==> src/rtl/sound_pkg.sv <==
// Shared definitions for the snake-game sound output path.
package sound_pkg;

    localparam logic [2:0] ATT_MUTE = 3'd4;

    typedef enum logic {
        STEADY = 1'b0,
        RAMP   = 1'b1
    } ramp_state_t;

    // Attenuation the ramp is heading for: mute forces silence, otherwise 3 - volume.
    function automatic logic [2:0] target_att(input logic [1:0] volume, input logic mute);
        if (mute) begin
            return ATT_MUTE;
        end
        return 3'd3 - {1'b0, volume};
    endfunction

endpackage

==> src/rtl/att_ramp.sv <==
// Anti-pop attenuation ramp: moves att one step per PWM period toward the
// volume/mute target, starting silent after reset.
module att_ramp
    import sound_pkg::*;
(
    input  logic       clk,
    input  logic       nRst,
    input  logic       boundary,
    input  logic [1:0] volume_i,
    input  logic       mute_i,
    output logic [2:0] att_next
);

    logic [2:0]  att;
    logic [2:0]  tgt;
    ramp_state_t state;
    ramp_state_t state_next;

    assign tgt = target_att(volume_i, mute_i);

    // att_next is the post-step value so the duty latch can use it on the same edge.
    always_comb begin
        att_next   = att;
        state_next = state;
        if (boundary) begin
            if (att < tgt) begin
                att_next = att + 3'd1;
            end else if (att > tgt) begin
                att_next = att - 3'd1;
            end
            state_next = (att_next == tgt) ? STEADY : RAMP;
        end
    end

    always_ff @(posedge clk or negedge nRst) begin
        if (!nRst) begin
            att   <= ATT_MUTE;
            state <= STEADY;
        end else begin
            att   <= att_next;
            state <= state_next;
        end
    end

endmodule

==> src/rtl/pwm_audio_out.sv <==
// Single-pin PWM audio output: free-running period counter, per-period sample
// and attenuation latch, registered compare output.
module pwm_audio_out
    import sound_pkg::*;
#(
    parameter int unsigned N = 8
) (
    input  logic         clk,
    input  logic         nRst,
    input  logic [N-1:0] sample_i,
    input  logic [1:0]   volume_i,
    input  logic         mute_i,
    output logic         pwm_o,
    output logic         period_start_o
);

    logic [N-1:0] cnt;
    logic [N-1:0] duty;
    logic         boundary;
    logic [2:0]   att_next;

    assign boundary = (cnt == '1);

    att_ramp u_ramp (
        .clk      (clk),
        .nRst     (nRst),
        .boundary (boundary),
        .volume_i (volume_i),
        .mute_i   (mute_i),
        .att_next (att_next)
    );

    always_ff @(posedge clk or negedge nRst) begin
        if (!nRst) begin
            cnt            <= '0;
            duty           <= '0;
            pwm_o          <= 1'b0;
            period_start_o <= 1'b0;
        end else begin
            cnt            <= cnt + 1'b1;
            period_start_o <= boundary;
            // cnt < duty can never hold at cnt == 2^N-1, so the pin is never 100 % high.
            pwm_o          <= (cnt < duty);
            if (boundary) begin
                duty <= (att_next == ATT_MUTE) ? '0 : (sample_i >> att_next);
            end
        end
    end

endmodule

==> config.mk <==
export PLATFORM = sky130hd
export DESIGN_NAME = pwm_audio_out
export DESIGN_NICKNAME = d
export VERILOG_FILES = /design/src/rtl/sound_pkg.sv /design/src/rtl/att_ramp.sv /design/src/rtl/pwm_audio_out.sv
export SDC_FILE = /design/constraint.sdc
export NUM_CORES = 1
export LEC_CHECK = 0
export CAP_MARGIN = 20
export CORE_UTILIZATION = 55
export CTS_CLUSTER_SIZE = 16
export DETAILED_ROUTE_END_ITERATION = 6
export PLACE_DENSITY = 0.81
export SKIP_LAST_GASP = 1
export SYNTH_ARGS = -nofsm -noshare
export SYNTH_HDL_FRONTEND = slang
export SYNTH_SLANG_ARGS = --single-unit
==> constraint.sdc <==
create_clock -name clk -period 3.3 [get_ports clk]
set_input_delay 0.495 -clock clk [delete_from_list [all_inputs] [get_ports clk]]
set_output_delay 0.495 -clock clk [all_outputs]
set_load 0.01 [all_outputs]
==> results.md <==
- Outcome: finished, final reports clean
- CP max stage cell: xnor2_1
- Maximum VDD drop: ~0.18 mV
- Area share of the largest cell type after synthesis: 37.8%
- Worst hold path class: reg2reg
- Total grt overflow: 0
- Core area: about 2200 um2
- Clock power share: 27.7%
- Flop pwr share: roughly 58%
- Post-route DRC: 0
- Placed inst area: roughly 1500 um2
- Total wire length: about 2400 um
- CP Class: in2reg
- CTS buffer count: 3
- Sink Count: 21
- Syn_nets: about 160
- Synth area leader: dfrtp_1
- Final Hold Viols: 0
- Switch share: 24.9%
- Die area: between 2000 and 3000 um2
- Logic pwr share: between 10% and 20%
- Syn-to-layout area delta: 15.5%
- Detailed Place HPWL: approximately 2000 um
- YS warnings: 0
- Crit path time final: around 3 ns
- Worst Path Arrival: 3.18 ns
- Count of cell types in the netlist: 39
- Top-count cell post-synth: dfrtp_1
- Max FO, Critical Path: 6
- Fmax: approximately 330 MHz
- Seq/Total Area, Yosys: around 40%
- Pwr dens: 295 nW/um2
- Post-cts resize count: 0
- Synthesized area per cell: 10.3 um2
- Nets: ~170
- Maximum number of pins on one net before global-route repair: 22
- Slew HR: about a third
- Ranking of synthesized cells by area: dfrtp_1, ha_1, mux2i_1
- Max-cap viol count: 0
- Fin Hold WS: 0.491 ns
- #FFs+latches synth: 21
- CP bufs+invs: 1
- Row count: 17
- Via/cell ratio: 5.54
- Critical path, cell by cell: clkdlybuf4s50_1, or2_2, ha_1, or3b_4, a211oi_4, nand2_1, xnor2_1, or2_1, o211ai_1
- I/O pins: 15
- Fillers: about 170
- Die Ht: between 50 and 60 um
- Top_reg_cell synth: dfrtp_1
- Final cell count without fillers: roughly 180
- CTS tree: done
- First-pass GRT wire length: ~4000 um
- Total GRT Usage: 20.8%
- Finish-stage setup viols: 0
- Critical Path RT: about 3.5 ns
- Post-synth top cells: dfrtp_1, ha_1, inv_1, nand2_1
- Clock Latency Late Sink: about 0.30 ns
- Crit path max-delay family: simple AND/OR/NAND/NOR gates
- Mapped Area: ~1300 um2
- Post-synth EDFFs: 0
- Via count: just under 1000
- CTS clk-pin slew, worst paths: 0.12 ns
- Max Transition Viols Final: 0
- Clk root buf: clkbuf_4
- Final instance area: about 1500 um2
- Clock Path Buffers: 2
- DP Cell Count: ~170
- Post-route antenna net violation count: 0
- Wire per inst: 13.7 um
- Die width: between 50 and 60 um
- Number of global-route vias before repair: approximately 960
- Slowest Stage Delay on Critical Path: approximately 0.45 ns
- Post-Synthesis Cells: 129
- IO buf count: 14
- Starting Density: ~60%
- Static Leakage: 0.758 nW
- Layout cells sized above 1: 14.3%
- Int Pwr: between 300 and 400 uW
- CP endpoint kind: flip-flop
- RSZ-0062 raised after global routing: false
- Final period util: between 90% and 100%
- Setup bufs post-CTS: 0
- Setup crit start kind: primary input
- Slew @ Worst Pin: about 0.98 ns
- Clock skew: approximately 0.0022 ns
- Hold Buf Count CTS: 0
- Initial antenna violation count: 0
- DR pass1 iterations: 4
- Diodes inserted: 0
- Gp weighted congestion: 0.776
- Asr flop ratio synth: 100%
- H-tree depth: 1
- Total net switching power: 112 uW
- First-iteration detailed-routing DRC count: 15
## path summary, 6_finish.rpt
path	from	depth (start not counted)	slack (ns)	endpoint
hold reg to reg	cnt[0]$_DFF_PN0_	1	0.49	cnt[0]$_DFF_PN0_
hold / removal	cnt[0]$_DFF_PN0_	1	0.49	cnt[0]$_DFF_PN0_
setup reg to reg	u_ramp.att[0]$_DFF_PN0_	8	0.71	duty[0]$_DFFE_PN0P_
min in group asynchronous	nRst	1	0.72	cnt[6]$_DFF_PN0_
max in group asynchronous	nRst	1	1.99	duty[6]$_DFFE_PN0P_
setup / recovery	mute_i	9	0.31	duty[0]$_DFFE_PN0P_
## routing by layer
| layer | vias up | GRT usage [%] | wire, um |
|---|---|---|---|
| met5 | - | 0 | 0 |
| met4 | 0 | 6.94 | 19 |
| met3 | 4 | 2.38 | 65 |
| met2 | 17 | 37.1 | 1220 |
| met1 | 462 | 25.9 | 1090 |
| li1 | 487 | - | - |
## flip-flops by register name, indices dropped and copies added (netlist names)
signal	cells
cnt	8
duty	8
u_ramp.att	3
period_start_o	1
pwm_o	1
## layout make-up
cell class | instances | area [um2] | share of cell area, %
Multi-Input combinational cell | 93 | 734 | 48.0
Sequential cell | 21 | 527 | 34.5
Clock inverter | 1 | 5.00 | 0.327
Tap cell | 28 | 35.0 | 2.29
Clock buffer | 3 | 22.5 | 1.47
Timing Repair Buffer | 16 | 155 | 10.1
Inverter | 13 | 50.0 | 3.27
## kinds of logic after synthesis
kind of cell	Yosys count	synth area share (%)
compound gates	22	12.3
xor+xnor	9	6.52
fa+ha+maj	13	12.3
buf+inv	15	4.73
flops	21	39.8
mux	13	10.7
simple gates	36	13.7
## power groups by stage
stage	Combinational, mW	Sequential, mW	Clock (mW)
floorplan	0.0364	0.265	0
global route	0.0725	0.261	0.138
finish	0.0652	0.261	0.125
global placement	0.0626	0.265	0
detailed placement	0.0652	0.265	0
CTS	0.0653	0.261	0.127
## placed cells by master (no fill, tap or decap), types with 4 or more instances in the layout
| cell | Yosys | routed |
|---|---|---|
| nand2_1 | 11 | 11 |
| nor2_1 | 5 | 5 |
| inv_1 | 11 | 11 |
| nand3_1 | 7 | 7 |
| dfrtp_1 | 20 | 20 |
| xor2_1 | 4 | 4 |
| ha_1 | 13 | 13 |
| xnor2_1 | 4 | 4 |
| clkdlybuf4s50_1 | 0 | 14 |
| mux2i_1 | 7 | 7 |
| o22ai_1 | 4 | 4 |
| o21ai_0 | 5 | 5 |
| mux2_2 | 5 | 5 |
## per-stage QoR
step / setup TNS [ns] / utilization [%] / total power [mW] / worst slack [ns]
3_3_place_gp: 0 / 67.2 / 0.328 / 0.0360
2_1_floorplan: 0 / - / 0.301 / 0.576
4_1_cts: 0 / 68.5 / 0.453 / 0.314
6_report: 0 / 68.5 / 0.450 / 0.306
5_1_grt: 0 / 68.5 / 0.471 / 0.160
3_5_place_dp: -0.00812 / 67.2 / 0.331 / -0.00481
(Power assumes the default switching activity.)
